==> src/rtl/ex_muldiv_if.sv <==
// Handshake and writeback bundle between the EX stage / ctrl / regs and the
// multi-cycle RV32M unit. The master side is the pipeline, the slave side is
// the multiply/divide engine.
interface ex_muldiv_if #(
    parameter int XLEN = 32
) ();
    logic            start_i;
    logic [2:0]      op_i;
    logic [XLEN-1:0] rs1_data_i;
    logic [XLEN-1:0] rs2_data_i;
    logic [4:0]      rd_addr_i;
    logic            flush_i;
    logic            busy_o;
    logic            hold_flag_o;
    logic [4:0]      rd_addr_o;
    logic [XLEN-1:0] rd_data_o;
    logic            rd_wen_o;

    modport master (
        output start_i, op_i, rs1_data_i, rs2_data_i, rd_addr_i, flush_i,
        input  busy_o, hold_flag_o, rd_addr_o, rd_data_o, rd_wen_o
    );

    modport slave (
        input  start_i, op_i, rs1_data_i, rs2_data_i, rd_addr_i, flush_i,
        output busy_o, hold_flag_o, rd_addr_o, rd_data_o, rd_wen_o
    );
endinterface

==> src/rtl/ex_muldiv.sv <==
// Multi-cycle RV32M execute unit. Multiplies with a shift-add engine and
// divides with a restoring engine, both working on operand magnitudes, one
// bit per cycle. Divide-by-zero, signed overflow and (optionally) all
// multiplies bypass the iterative engine and finish the cycle after start.
module ex_muldiv #(
    parameter int XLEN     = 32,
    parameter bit FAST_MUL = 1'b0
) (
    input logic        clk,
    input logic        rst_n,
    ex_muldiv_if.slave bus
);

    localparam int              CW       = (XLEN > 2) ? $clog2(XLEN) : 2;
    localparam logic [CW-1:0]   CNT_INIT = CW'(XLEN - 1);
    localparam logic [CW-1:0]   CNT_ONE  = {{(CW-1){1'b0}}, 1'b1};
    localparam logic [CW-1:0]   CNT_ZERO = {CW{1'b0}};
    localparam logic [XLEN-1:0] XMIN     = {1'b1, {(XLEN-1){1'b0}}};
    localparam logic [XLEN-1:0] XONES    = {XLEN{1'b1}};
    localparam logic [XLEN-1:0] XZERO    = {XLEN{1'b0}};

    typedef enum logic [1:0] {
        ST_IDLE = 2'b00,
        ST_CALC = 2'b01,
        ST_DONE = 2'b10
    } state_t;

    // Apply the product sign and pick the half the op asks for.
    function automatic logic [XLEN-1:0] mul_select(input logic [1:0] sel,
                                                   input logic [2*XLEN-1:0] mag,
                                                   input logic neg);
        logic [2*XLEN-1:0] prod;
        if (neg) begin
            prod = {(2*XLEN){1'b0}} - mag;
        end else begin
            prod = mag;
        end
        if (sel == 2'b00) begin
            return prod[XLEN-1:0];
        end else begin
            return prod[2*XLEN-1:XLEN];
        end
    endfunction

    // Pick quotient or remainder from {rem, quo} and apply its sign.
    function automatic logic [XLEN-1:0] div_select(input logic is_rem,
                                                   input logic [2*XLEN-1:0] acc,
                                                   input logic neg);
        logic [XLEN-1:0] val;
        if (is_rem) begin
            val = acc[2*XLEN-1:XLEN];
        end else begin
            val = acc[XLEN-1:0];
        end
        if (neg) begin
            return XZERO - val;
        end else begin
            return val;
        end
    endfunction

    state_t            state_r;
    state_t            state_next_s;
    logic [2:0]        op_r;
    logic [4:0]        rd_r;
    logic              neg_r;
    logic [2*XLEN-1:0] acc_r;
    logic [XLEN-1:0]   b_r;
    logic [CW-1:0]     cnt_r;

    logic              rd_wen_r;
    logic [4:0]        rd_addr_r;
    logic [XLEN-1:0]   rd_data_r;

    logic              signed_a_s;
    logic              signed_b_s;
    logic              sign_a_s;
    logic              sign_b_s;
    logic [XLEN-1:0]   mag_a_s;
    logic [XLEN-1:0]   mag_b_s;
    logic              neg_s;
    logic              div_zero_s;
    logic              div_ovf_s;
    logic              special_s;
    logic [2*XLEN-1:0] fast_prod_s;
    logic [XLEN-1:0]   special_data_s;

    logic [XLEN:0]     mul_sum_s;
    logic [2*XLEN-1:0] acc_mul_s;
    logic [XLEN:0]     div_trial_s;
    logic [XLEN:0]     div_diff_s;
    logic              div_ge_s;
    logic [2*XLEN-1:0] acc_div_s;
    logic [2*XLEN-1:0] acc_step_s;
    logic [XLEN-1:0]   final_s;

    logic              hold_s;
    logic              load_s;
    logic              step_s;
    logic              out_load_s;
    logic [4:0]        out_rd_s;
    logic [XLEN-1:0]   out_data_s;

    // Decode the incoming op: operand signedness, magnitudes, result sign and short-cut results.
    always_comb begin
        signed_a_s = 1'b0;
        signed_b_s = 1'b0;
        case (bus.op_i)
            3'b000, 3'b001, 3'b100, 3'b110: begin
                signed_a_s = 1'b1;
                signed_b_s = 1'b1;
            end
            3'b010: begin
                signed_a_s = 1'b1;
                signed_b_s = 1'b0;
            end
            default: begin
                signed_a_s = 1'b0;
                signed_b_s = 1'b0;
            end
        endcase
        sign_a_s = signed_a_s & bus.rs1_data_i[XLEN-1];
        sign_b_s = signed_b_s & bus.rs2_data_i[XLEN-1];
        mag_a_s  = sign_a_s ? (XZERO - bus.rs1_data_i) : bus.rs1_data_i;
        mag_b_s  = sign_b_s ? (XZERO - bus.rs2_data_i) : bus.rs2_data_i;
        // A remainder takes the dividend's sign; everything else takes sA^sB.
        neg_s      = (bus.op_i[2] & bus.op_i[1]) ? sign_a_s : (sign_a_s ^ sign_b_s);
        div_zero_s = bus.op_i[2] & (bus.rs2_data_i == XZERO);
        div_ovf_s  = bus.op_i[2] & ~bus.op_i[0] & (bus.rs1_data_i == XMIN)
                     & (bus.rs2_data_i == XONES);
        fast_prod_s = {{XLEN{1'b0}}, mag_a_s} * {{XLEN{1'b0}}, mag_b_s};
        special_s   = div_zero_s | div_ovf_s | (FAST_MUL & ~bus.op_i[2]);
        if (div_zero_s) begin
            special_data_s = bus.op_i[1] ? bus.rs1_data_i : XONES;
        end else if (div_ovf_s) begin
            special_data_s = bus.op_i[1] ? XZERO : XMIN;
        end else begin
            special_data_s = mul_select(bus.op_i[1:0], fast_prod_s, neg_s);
        end
    end

    // One iteration of the shift-add multiply or restoring divide, plus the signed final result.
    always_comb begin
        // Multiply: acc = {partial high, remaining multiplier bits}, shifted right each step.
        mul_sum_s = {1'b0, acc_r[2*XLEN-1:XLEN]}
                    + (acc_r[0] ? {1'b0, b_r} : {(XLEN+1){1'b0}});
        acc_mul_s = {mul_sum_s, acc_r[XLEN-1:1]};
        // Divide: acc = {remainder, dividend/quotient}, shifted left each step.
        div_trial_s = acc_r[2*XLEN-1:XLEN-1];
        div_diff_s  = div_trial_s - {1'b0, b_r};
        div_ge_s    = ~div_diff_s[XLEN];
        acc_div_s   = {(div_ge_s ? div_diff_s[XLEN-1:0] : div_trial_s[XLEN-1:0]),
                       acc_r[XLEN-2:0], div_ge_s};
        acc_step_s  = op_r[2] ? acc_div_s : acc_mul_s;
        if (op_r[2]) begin
            final_s = div_select(op_r[1], acc_step_s, neg_r);
        end else begin
            final_s = mul_select(op_r[1:0], acc_step_s, neg_r);
        end
    end

    // Next-state, stall and writeback-load decisions.
    always_comb begin
        state_next_s = state_r;
        hold_s       = 1'b0;
        load_s       = 1'b0;
        step_s       = 1'b0;
        out_load_s   = 1'b0;
        out_rd_s     = rd_r;
        out_data_s   = final_s;
        case (state_r)
            ST_IDLE: begin
                out_rd_s   = bus.rd_addr_i;
                out_data_s = special_data_s;
                if (bus.start_i & ~bus.flush_i) begin
                    hold_s = 1'b1;
                    if (special_s) begin
                        state_next_s = ST_DONE;
                        out_load_s   = 1'b1;
                    end else begin
                        state_next_s = ST_CALC;
                        load_s       = 1'b1;
                    end
                end else begin
                    state_next_s = ST_IDLE;
                end
            end
            ST_CALC: begin
                hold_s = 1'b1;
                if (bus.flush_i) begin
                    state_next_s = ST_IDLE;
                end else begin
                    step_s = 1'b1;
                    if (cnt_r == CNT_ZERO) begin
                        state_next_s = ST_DONE;
                        out_load_s   = 1'b1;
                    end else begin
                        state_next_s = ST_CALC;
                    end
                end
            end
            ST_DONE: begin
                state_next_s = ST_IDLE;
            end
            default: begin
                state_next_s = ST_IDLE;
            end
        endcase
    end

    // State register.
    always_ff @(posedge clk or negedge rst_n) begin
        if (!rst_n) begin
            state_r <= ST_IDLE;
        end else begin
            state_r <= state_next_s;
        end
    end

    // Operand latch and iteration datapath.
    always_ff @(posedge clk or negedge rst_n) begin
        if (!rst_n) begin
            op_r  <= 3'b000;
            rd_r  <= 5'd0;
            neg_r <= 1'b0;
            acc_r <= {(2*XLEN){1'b0}};
            b_r   <= XZERO;
            cnt_r <= CNT_ZERO;
        end else if (load_s) begin
            op_r  <= bus.op_i;
            rd_r  <= bus.rd_addr_i;
            neg_r <= neg_s;
            // Divide iterates on |A| against |B|; multiply shifts |B| out against |A|.
            acc_r <= bus.op_i[2] ? {XZERO, mag_a_s} : {XZERO, mag_b_s};
            b_r   <= bus.op_i[2] ? mag_b_s : mag_a_s;
            cnt_r <= CNT_INIT;
        end else if (step_s) begin
            acc_r <= acc_step_s;
            cnt_r <= cnt_r - CNT_ONE;
        end else begin
            acc_r <= acc_r;
            cnt_r <= cnt_r;
        end
    end

    // Writeback registers: populated only for the single DONE cycle.
    always_ff @(posedge clk or negedge rst_n) begin
        if (!rst_n) begin
            rd_wen_r  <= 1'b0;
            rd_addr_r <= 5'd0;
            rd_data_r <= XZERO;
        end else if (out_load_s) begin
            rd_wen_r  <= (out_rd_s != 5'd0);
            rd_addr_r <= out_rd_s;
            rd_data_r <= out_data_s;
        end else begin
            rd_wen_r  <= 1'b0;
            rd_addr_r <= 5'd0;
            rd_data_r <= XZERO;
        end
    end

    assign bus.busy_o      = (state_r != ST_IDLE);
    assign bus.hold_flag_o = hold_s;
    assign bus.rd_wen_o    = rd_wen_r;
    assign bus.rd_addr_o   = rd_addr_r;
    assign bus.rd_data_o   = rd_data_r;

endmodule

==> src/flat_wrapper.sv <==
// flat-port wrapper written by rule: the top's interface ports become plain ports
module ex_muldiv_flat 
#(
    parameter int XLEN     = 32,
    parameter bit FAST_MUL = 1'b0
)
  (clk, rst_n, bus_start_i, bus_op_i, bus_rs1_data_i, bus_rs2_data_i, bus_rd_addr_i, bus_flush_i, bus_busy_o, bus_hold_flag_o, bus_rd_addr_o, bus_rd_data_o, bus_rd_wen_o);
  ex_muldiv_if #(.XLEN(XLEN)) bus_i ();
  input logic clk;
  input logic rst_n;
  input wire logic [$bits(bus_i.start_i)-1:0] bus_start_i;
  input wire logic [$bits(bus_i.op_i)-1:0] bus_op_i;
  input wire logic [$bits(bus_i.rs1_data_i)-1:0] bus_rs1_data_i;
  input wire logic [$bits(bus_i.rs2_data_i)-1:0] bus_rs2_data_i;
  input wire logic [$bits(bus_i.rd_addr_i)-1:0] bus_rd_addr_i;
  input wire logic [$bits(bus_i.flush_i)-1:0] bus_flush_i;
  output wire logic [$bits(bus_i.busy_o)-1:0] bus_busy_o;
  output wire logic [$bits(bus_i.hold_flag_o)-1:0] bus_hold_flag_o;
  output wire logic [$bits(bus_i.rd_addr_o)-1:0] bus_rd_addr_o;
  output wire logic [$bits(bus_i.rd_data_o)-1:0] bus_rd_data_o;
  output wire logic [$bits(bus_i.rd_wen_o)-1:0] bus_rd_wen_o;
  assign bus_i.start_i = bus_start_i;
  assign bus_i.op_i = bus_op_i;
  assign bus_i.rs1_data_i = bus_rs1_data_i;
  assign bus_i.rs2_data_i = bus_rs2_data_i;
  assign bus_i.rd_addr_i = bus_rd_addr_i;
  assign bus_i.flush_i = bus_flush_i;
  assign bus_busy_o = bus_i.busy_o;
  assign bus_hold_flag_o = bus_i.hold_flag_o;
  assign bus_rd_addr_o = bus_i.rd_addr_o;
  assign bus_rd_data_o = bus_i.rd_data_o;
  assign bus_rd_wen_o = bus_i.rd_wen_o;
  ex_muldiv #(.XLEN(XLEN), .FAST_MUL(FAST_MUL)) u_core (.clk(clk), .rst_n(rst_n), .bus(bus_i));
endmodule
==> config.mk <==
export PLATFORM = sky130hd
export DESIGN_NAME = ex_muldiv_flat
export DESIGN_NICKNAME = d
export VERILOG_FILES = /design/src/rtl/ex_muldiv_if.sv /design/src/rtl/ex_muldiv.sv /design/src/flat_wrapper.sv
export SDC_FILE = /design/constraint.sdc
export NUM_CORES = 2
export LEC_CHECK = 0
export BUFFER_PORTS_ARGS = -buffer_cell sky130_fd_sc_hd__buf_2
export CAP_MARGIN = 20
export CORE_MARGIN = 5
export CORE_UTILIZATION = 40
export CTS_CLUSTER_DIAMETER = 80
export DETAILED_ROUTE_END_ITERATION = 8
export PLACE_DENSITY = 0.54
export SLEW_MARGIN = 40
export SYNTH_ARGS = -nofsm -noshare
export SYNTH_HDL_FRONTEND = slang
export SYNTH_SLANG_ARGS = --single-unit
==> constraint.sdc <==
create_clock -name clk -period 7.5 [get_ports clk]
set_clock_uncertainty 0.05 [all_clocks]
set_input_delay 0.75 -clock clk [delete_from_list [all_inputs] [get_ports clk]]
set_output_delay 0.75 -clock clk [all_outputs]
set_load 0.01 [all_outputs]
==> out/qor.yml <==
layout-drive-gt1-share: 0.243
fmax_mhz: 89.1
fp.dieH_um: 371
grt_max_degree: 92
hold_violations: 0
die_w_um: 371
grt_pass1_wl_um: 372000
violations: "negative setup slack"
dp_slack_ns: -4.62
wl_per_cell_um: 28.0
r2r-end: "u_core.bus.rd_data_o[6]$_DFF_PN0_"
final_cell_mix: "buf_4 (1014), inv_1 (956), fa_1 (887), nand2_1 (855), nor2_1 (769)"
final_common_cell: "buf_4"
ant_nets: 0
grtUsageTotal: 0.373
area_growth_pct: 27.8
htree_levels: 4
dieArea_um2: 137000
via_count: 53000
start_util: 0.402
start_kind: "input pin"
rsz0062_at_grt: "yes"
yosysWarnings: 0
place_area_um2: 63400
syn_inst: 6509
r2r.worst_path.cells: 26
layout_min_cycle_time_ns: 11.22
status: "finished with violations"
layout_setup_ws_ns: -3.72
avgViaCountPerCell: 5.77
io_pins: 116
relSlewSlack: 0.348
num_rows: 132
cp_slowest_cell: "or4_4"
required_ns: 7.88
maxCapViolations: 0
rr_startpoint: "u_core.acc_r[31]$_DFFE_PN0P_"
grt_overflow: 0
tritoncts: "done"
critPathArrivalTime_ns: 11.60
critical-path-top-delay-family: "adder cells"
max_slew.worst_pin.slew_ns: 0.951
async_reset_ff_frac: 1.00
synth_edf_count: 0
routed_wl_um: 258000
critPathMostFrequentCell: "fa_1"
netlist_area_um2: 52000
antenna_found_initial: 23
port_buffers: 115
worst-path-stages: 41
cp_num_buf_inv: 10
clock_tree.root_cell: "clkbuf_16"
clock_path_buffers: 2
core-area_um2: 129000
avgSynthCellArea_um2: 7.99
critPathKind: "in -> reg"
synth.yosys.seq_area_share: 0.0721
slowest_delay_ns: 0.62
finalSetupTns_ns: -95.39
ys_seq_elements: 150
final_area_um2: 66500
m1WireLength_um: 109000
hold_path_class: "in -> async"
numCtsBuffers: 17
dr.max_layer_used: "met5"
synth_top_flop_cell: "dfrtp_1"
gp_congestion: 1.05
setup_viol: 28
clkSlewWorstSetupHoldPaths_ns: 0.09
synth_cell_types: 116
finalCritPeriodShare: 1.50
cp-end-kind: "flip-flop"
rrSetupSlack_ns: 0.50
finalMaxSlewViolations: 0
drt_iter0_markers: 6290
num-nets-final: 8736
place_hpwl_um: 219000
grt_pass1_vias: 52700
cts_sinks: 150
cp_max_fo: 6
met3WireLength_um: 31100
wl_met2_um: 104000
synth_nets: 7817
clk_latency_ns: 0.50
dr.pass1.iters: 6
drcViolationCount: 0
stage by stage:
stage	cells	hold WS (ns)	util
floorplan	6509	0.404	-
global placement	9051	0.426	0.490
detailed placement	9056	0.441	0.490
CTS	9157	0.0702	0.509
global route	9184	0.0852	0.514
finish	9189	0.0791	0.514
state kept, by name, summed over array words and instances (netlist names):
register	cells
u_core.acc_r	64
u_core.b_r	32
u_core.bus.rd_data_o	32
u_core.bus.rd_addr_o	5
u_core.cnt_r	5
u_core.rd_r	5
u_core.op_r	3
u_core.state_r	2
u_core.bus.rd_wen_o	1
u_core.neg_r	1
cell usage after synthesis (all sizes together) (90+ instances only):
library cell	count	area (µm²)
ha	334	4180
a21oi	308	1590
nor2	794	2990
nor3	90	475
clkbuf	304	1140
inv	978	3670
fa	898	18000
nand3	96	485
xnor2	168	1470
xor2	145	1270
nand2	871	3270
dfrtp	150	3750
o21ai	331	1680
kinds of logic after synthesis:
family	after synthesis	synth area share
compound gates	1152	0.145
flops	150	0.0721
buf+inv	1357	0.100
xor+xnor	313	0.0527
fa+ha+maj	1232	0.426
mux	76	0.0155
simple gates	2229	0.189
what timing repair did:
item | 4_1_cts | 5_1_grt
hold buffers | 0 | 0
buffers inserted | 74 | 31
gates resized for setup | 266 | 112
pin swaps | 206 | 87
setup endpoints to repair | 28 | 28
area by class of cell:
cell class / count / area, µm²
inverter: 981 / 3680
sequential: 150 / 3760
antenna: 6 / 15.0
clock inverter: 15 / 183
fill: 12500 / 62800
clock buffer: 17 / 425
timing repair buffer: 1276 / 10700
multi-input combinational: 5002 / 45500
tap: 1742 / 2180
routing by layer:
layer | vias to the layer above | GRT usage
met2 | 2896 | 0.531
met1 | 26800 | 0.530
met3 | 468 | 0.111
li1 | 22800 | -
met5 | - | 0
met4 | 12 | 0.146
worst max-delay path by stage:
stage	from	slack [ns]	end
4_1_cts	bus_rs1_data_i[10]	-3.62	u_core.bus.rd_data_o[27]$_DFF_PN0_
3_5_place_dp	bus_rs1_data_i[10]	-4.62	u_core.bus.rd_data_o[30]$_DFF_PN0_
5_1_grt	bus_rs1_data_i[10]	-3.98	u_core.bus.rd_data_o[22]$_DFF_PN0_
6_report	bus_rs1_data_i[10]	-3.72	u_core.bus.rd_data_o[22]$_DFF_PN0_
3_3_place_gp	bus_rs1_data_i[10]	-4.50	u_core.bus.rd_data_o[12]$_DFF_PN0_
2_1_floorplan	bus_rs1_data_i[7]	-3.59	u_core.bus.rd_data_o[27]$_DFF_PN0_
Power is left out: the tool's default activity adds up to more than one toggle a clock period on the data nets, which glitch-free logic cannot reach.
